==> config.mk <==
export PLATFORM = sky130hd
export DESIGN_NAME = keycode_sequencer
export DESIGN_NICKNAME = d
export VERILOG_FILES = /design/src/rtl/tappy_pkg.sv /design/src/rtl/key_fifo.sv /design/src/rtl/keycode_sequencer.sv
export SDC_FILE = /design/constraint.sdc
export NUM_CORES = 1
export LEC_CHECK = 0
export ABC_AREA = 1
export CAP_MARGIN = 20
export CORE_MARGIN = 2
export CORE_UTILIZATION = 60
export CTS_CLUSTER_DIAMETER = 50
export DETAILED_ROUTE_END_ITERATION = 10
export GPL_TIMING_DRIVEN = 1
export PLACE_DENSITY_LB_ADDON = 0.25
export SYNTH_ARGS = -nofsm -noshare
export SYNTH_HDL_FRONTEND = slang
export SYNTH_SLANG_ARGS = --single-unit
==> constraint.sdc <==
create_clock -name sysclk -period 3.5 [get_ports sysclk]
set_input_delay 0.7 -clock sysclk [delete_from_list [all_inputs] [get_ports sysclk]]
set_output_delay 0.7 -clock sysclk [all_outputs]
set_load 0.05 [all_outputs]
==> src/rtl/tappy_pkg.sv <==
// Shared types and byte constants for the PS/2 keycode sequencer.
package tappy_pkg;

  typedef enum logic [1:0] {
    ST_IDLE,
    ST_GOT_E0,
    ST_GOT_F0,
    ST_GOT_E0F0
  } parse_state_t;

  localparam logic [7:0] PFX_EXT = 8'hE0;
  localparam logic [7:0] PFX_BRK = 8'hF0;

  // Device replies (ack, BAT pass, echo, resend, errors) rather than key codes
  localparam logic [7:0] ST_ACK    = 8'hFA;
  localparam logic [7:0] ST_BAT_OK = 8'hAA;
  localparam logic [7:0] ST_ECHO   = 8'hEE;
  localparam logic [7:0] ST_RESEND = 8'hFE;
  localparam logic [7:0] ST_ERR0   = 8'h00;
  localparam logic [7:0] ST_ERR1   = 8'hFF;

  typedef struct packed {
    logic [7:0] code;
    logic       ext;
    logic       brk;
    logic       sys;
  } key_event_t;

  function automatic logic is_status(input logic [7:0] b);
    return b inside {ST_ACK, ST_BAT_OK, ST_ECHO, ST_RESEND, ST_ERR0, ST_ERR1};
  endfunction

endpackage

==> src/rtl/key_fifo.sv <==
// First-word-fall-through event FIFO; drops on full unless a pop frees a slot.
module key_fifo
  import tappy_pkg::*;
#(
  parameter int DEPTH = 4
) (
  input  logic       sysclk,
  input  logic       reset,
  input  logic       push,
  input  key_event_t push_ev,
  input  logic       pop,
  output key_event_t head,
  output logic       valid,
  output logic       overflow
);

  localparam int AW = $clog2(DEPTH);

  key_event_t      mem [DEPTH];
  logic [AW:0]     wr_ptr, rd_ptr;
  logic            empty, full, do_pop, do_push, drop;

  // Pointers carry one extra wrap bit so full and empty are distinguishable
  assign empty   = (wr_ptr == rd_ptr);
  assign full    = (wr_ptr[AW] != rd_ptr[AW]) && (wr_ptr[AW-1:0] == rd_ptr[AW-1:0]);
  assign do_pop  = pop && !empty;
  assign do_push = push && (!full || do_pop);
  assign drop    = push && full && !do_pop;

  assign valid = !empty;
  assign head  = empty ? '0 : mem[rd_ptr[AW-1:0]];

  always_ff @(posedge sysclk) begin
    if (reset) begin
      wr_ptr   <= '0;
      rd_ptr   <= '0;
      overflow <= 1'b0;
    end else begin
      if (do_push) wr_ptr <= wr_ptr + (AW+1)'(1);
      if (do_pop)  rd_ptr <= rd_ptr + (AW+1)'(1);
      if (drop)    overflow <= 1'b1;
    end
  end

  always_ff @(posedge sysclk) begin
    if (!reset && do_push) mem[wr_ptr[AW-1:0]] <= push_ev;
  end

endmodule

==> src/rtl/keycode_sequencer.sv <==
// PS/2 scancode prefix parser (E0/F0) with inter-byte timeout feeding an event FIFO.
module keycode_sequencer
  import tappy_pkg::*;
#(
  parameter int FIFO_DEPTH     = 4,
  parameter int TIMEOUT_CYCLES = 100000
) (
  input  logic       sysclk,
  input  logic       reset,
  input  logic [7:0] word,
  input  logic       done,
  output logic [7:0] key_code,
  output logic       key_ext,
  output logic       key_brk,
  output logic       key_sys,
  output logic       key_valid,
  input  logic       key_ready,
  output logic       overflow,
  output logic       timeout
);

  localparam int           CW   = $clog2(TIMEOUT_CYCLES);
  localparam logic [CW-1:0] TERM = CW'(TIMEOUT_CYCLES - 1);

  parse_state_t  state, state_d;
  logic [CW-1:0] idle_cnt, idle_cnt_d;
  logic          push, abort, timeout_q;
  key_event_t    ev, head;
  logic          fifo_valid, fifo_ovf;

  always_comb begin
    state_d = state;
    push    = 1'b0;
    ev      = '0;
    abort   = 1'b0;
    if (done) begin
      unique case (state)
        ST_IDLE: begin
          if (word == PFX_EXT)      state_d = ST_GOT_E0;
          else if (word == PFX_BRK) state_d = ST_GOT_F0;
          else begin
            push = 1'b1;
            ev   = '{code: word, ext: 1'b0, brk: 1'b0, sys: is_status(word)};
          end
        end
        ST_GOT_E0: begin
          if (word == PFX_BRK)      state_d = ST_GOT_E0F0;
          else if (word != PFX_EXT) begin
            state_d = ST_IDLE;
            push    = 1'b1;
            ev      = '{code: word, ext: 1'b1, brk: 1'b0, sys: 1'b0};
          end
        end
        ST_GOT_F0, ST_GOT_E0F0: begin
          // A second prefix after F0 is a protocol error: abandon silently
          state_d = ST_IDLE;
          if (word != PFX_EXT && word != PFX_BRK) begin
            push = 1'b1;
            ev   = '{code: word, ext: (state == ST_GOT_E0F0), brk: 1'b1, sys: 1'b0};
          end
        end
        default: state_d = ST_IDLE;
      endcase
    end else if (state != ST_IDLE && idle_cnt == TERM) begin
      state_d = ST_IDLE;
      abort   = 1'b1;
    end
  end

  assign idle_cnt_d = (done || state_d == ST_IDLE) ? '0 : idle_cnt + CW'(1);

  always_ff @(posedge sysclk) begin
    if (reset) begin
      state     <= ST_IDLE;
      idle_cnt  <= '0;
      timeout_q <= 1'b0;
    end else begin
      state     <= state_d;
      idle_cnt  <= idle_cnt_d;
      timeout_q <= abort;
    end
  end

  key_fifo #(.DEPTH(FIFO_DEPTH)) u_fifo (
    .sysclk   (sysclk),
    .reset    (reset),
    .push     (push),
    .push_ev  (ev),
    .pop      (key_ready),
    .head     (head),
    .valid    (fifo_valid),
    .overflow (fifo_ovf)
  );

  // Outputs forced low while reset is held, even before the first reset edge
  assign key_valid = fifo_valid & ~reset;
  assign key_code  = reset ? 8'h00 : head.code;
  assign key_ext   = head.ext & ~reset;
  assign key_brk   = head.brk & ~reset;
  assign key_sys   = head.sys & ~reset;
  assign overflow  = fifo_ovf & ~reset;
  assign timeout   = timeout_q & ~reset;

endmodule

==> metrics.md <==
| Metric | Value |
|---|---|
| Status | finished clean |
| Synth area leaders | edfxtp_1 41%, dfxtp_1 18%, nor2_1 11% |
| Via density | 5.21 |
| CTS sink cnt | 73 |
| Total die area | 6040 um2 |
| Unrepaired setup endpoints after global routing | false |
| CTS tree | yes |
| Crit end category | primary output |
| Synth Net Count | 378 |
| First-pass GRT wire length | 11,200 um |
| Synth Register Bits | 73 |
| Worst-Skew Late Latency | 0.35 ns |
| Worst Max-Slew Pin Slew | 1.08 ns |
| Number of buffers and inverters on the critical path | 3 |
| Cell with the most instances after synthesis | nor2_1 |
| Cells after DPL | 447 |
| Worst slew margin | 27.6% |
| Cell Chain, Critical Path | clkdlybuf4s50_1 > inv_1 > nand2_1 > a21oi_1 > buf_12 |
| Fraction of layout cells with a size suffix above 1 | 7.63% |
| Cell Pwr Density | 505 nW/um2 |
| Cells after Synth | 360 |
| Total negative setup slack | 0 ns |
| Top post-synthesis cells by count | 99 x nor2_1, 44 x edfxtp_1, 40 x inv_1 |
| Yosys Warn Count | 0 |
| # rows | 26 |
| IO buf count | 25 |
| Max Transition Viols Final | 0 |
| Fraction of synthesized area in multiplexers | 0% |
| Final min period | 3.15 ns |
| Kind of critical path | in -> out |
| CTS HTree Levels | 3 |
| N_diodes | 0 |
| Post-DP Area | 3670 um2 |
| Synth Area in Adders | 2.30% |
| Resized Gates After CTS | 0 |
| Sequential area share after synthesis | 58.3% |
| TritonCTS Buffers | 9 |
| Number of fill cells | 353 |
| Die width | 77.7 um |
| Worst Hold Class | reg -> reg |
| Routed via count | 2,410 |
| Initial antenna violation count | 0 |
| Gpl congestion | 0.781 |
| Vias in the first global route | 2,425 |
| Leakage Power | 1.48 nW |
| MaxCap Viol Count | 0 |
| Area Overhead vs Synth | 18.2% |
| Pwr Total | 1.95 mW |
| DP Wirelength | 4360 um |
| Post-CTS Hold Buffers | 0 |
| CP arrival | 2.45 ns |
| Internal power | 1.40 mW |
| All-layer global routing usage | 24.1% |
| Clock Tree Root | clkbuf_8 |
| Final period util | 90.0% |
| Post-Synth XOR/XNOR Area | 5.10% |
| Crit start category | primary input |
| CP Data Required Time | 2.80 ns |
| Largest net degree at the start of global routing | 24 |
| Share of the synthesized area in the top cell type | 40.5% |
| CP max stage cell | clkdlybuf4s50_1 |
| Post-synth EDFFs | 44 |
| Net Sw Frac | 28.0% |
| DRC | 0 |
| Gate power share | 19.4% |
| Largest family of logic cells by synthesized area | simple AND/OR/NAND/NOR gates |
| Peak supply drop | 442 uV |
| Num ports | 26 |
| Syn avg cell area | 9.06 um2 |
| Final instance area | 3850 um2 |
| Average wire per standard cell | 14.2 um |
| Die H | 77.7 um |
| DRT Pass-1 Iters | 5 |
| Post-route insts no fill | 463 |
| Core area | 5170 um2 |
| Largest area contributor in the netlist | edfxtp_1 |
| Multi-input gate area | 1160 um2 |
| Worst path top cell family by delay | buffers and inverters |
| ANT nets after route | 0 |
| DR iter-0 viols | 290 |
| Cell area after synthesis | 3260 um2 |
| Synth Area in Compound Gates | 8.29% |
| Clock skew | 0.0104 ns |
| Reg clk slew, reported paths | 0.07 ns |
| Initial Utilization | 63.0% |
| Synth cell types | 24 |
| Psw | 0.545 mW |
| Overflow after GRT | 0 |
| F_max | 317 MHz |
| CP Max Fanout | 12 |
| Number of setup buffers added after CTS | 0 |
| Seq. cell area | 1900 um2 |
| Net count of the finished layout | 406 |
| Setup violators final | 0 |
| Most common flop cell mapped by yosys | edfxtp_1 |
| Clock network power share | 31.8% |
| Final hold vios | 0 |
| Worst-case clock buffer depth | 2 |
| Total wire length | 6590 um |
| Largest stage delay, worst path | 0.58 ns |
| Fraction of registers with async set/reset | 0% |
| Synth Area in Simple Gates | 19.8% |
| Reg power frac | 48.8% |
==> worst paths after layout <==
kind	from	end	slack [ns]	cells past startpoint
hold reg to reg	idle_cnt[0]	idle_cnt[0]	0.45	1
setup reg to reg	u_fifo.wr_ptr[0]	u_fifo.mem[2][3]	1.31	7
hold / removal	idle_cnt[0]	idle_cnt[0]	0.45	1
setup / recovery	reset	key_ext	0.35	5
==> power by group through the flow <==
stage	registers, mW	logic (mW)	clock network [mW]
6_report	0.951	0.377	0.619
3_3_place_gp	0.969	0.369	0
3_5_place_dp	0.970	0.378	0
5_1_grt	0.953	0.410	0.662
2_1_floorplan	0.962	0.227	0
4_1_cts	0.951	0.379	0.624
==> state kept, by name, indices dropped and copies added (netlist names), named ones only <==
| signal | cells |
|---|---|
| u_fifo.rd_ptr | 3 |
| u_fifo.mem | 44 |
| timeout_q | 1 |
| u_fifo.wr_ptr | 3 |
| idle_cnt | 17 |
| u_fifo.overflow | 1 |
| state | 2 |
==> placed cells by master (no fill, tap or decap), drive strengths merged <==
| cell type | count |
|---|---|
| a211oi | 1 |
| a21oi | 21 |
| a31oi | 1 |
| and2 | 1 |
| and3 | 2 |
| buf | 14 |
| bufinv | 1 |
| clkbuf | 12 |
| clkdlybuf4s50 | 13 |
| clkinv | 3 |
| dfxtp | 29 |
| edfxtp | 44 |
| ha | 6 |
| inv | 41 |
| nand2 | 38 |
| nand3 | 14 |
| nand4 | 2 |
| nor2 | 99 |
| nor3 | 4 |
| o21ai | 28 |
| xnor2 | 6 |
| xor2 | 13 |
==> routing by layer <==
layer | GRT usage [%] | routed length [um] | vias to the layer above
met4 | 12.1 | 147 | 0
met2 | 40.9 | 3340 | 74
met1 | 28.9 | 2730 | 1099
met3 | 5.23 | 361 | 17
met5 | 0 | 0 | -
li1 | - | - | 1220
==> through the flow <==
stage | util (%) | hold slack (ns) | setup WS (ns)
finish | 74.5 | 0.446 | 0.349
global route | 74.5 | 0.452 | 0.194
CTS | 74.5 | 0.445 | 0.364
detailed placement | 71.0 | 0.432 | 0.363
global placement | 71.0 | 0.426 | 0.379
floorplan | - | 0.411 | 0.780
==> layout make-up <==
type,count,share of cell area (%)
multi-input cells,236,30.0
inverters,41,3.99
clock inverters,4,1.14
repair buffers,27,9.68
well taps,70,2.27
flip-flops and latches,73,49.4
clock buffers,12,3.51
==> cells by family (layout without fill, tap and decap cells) <==
| group | Yosys count | in the layout |
|---|---|---|
| AO/OA/AOI/OAI | 51 | 51 |
| XOR/XNOR | 19 | 19 |
| adder cells (fa/ha/maj) | 6 | 6 |
| buffers and inverters | 51 | 84 |
| flip-flops | 73 | 73 |
| AND/OR/NAND/NOR | 160 | 160 |
(Power assumes the default switching activity.)
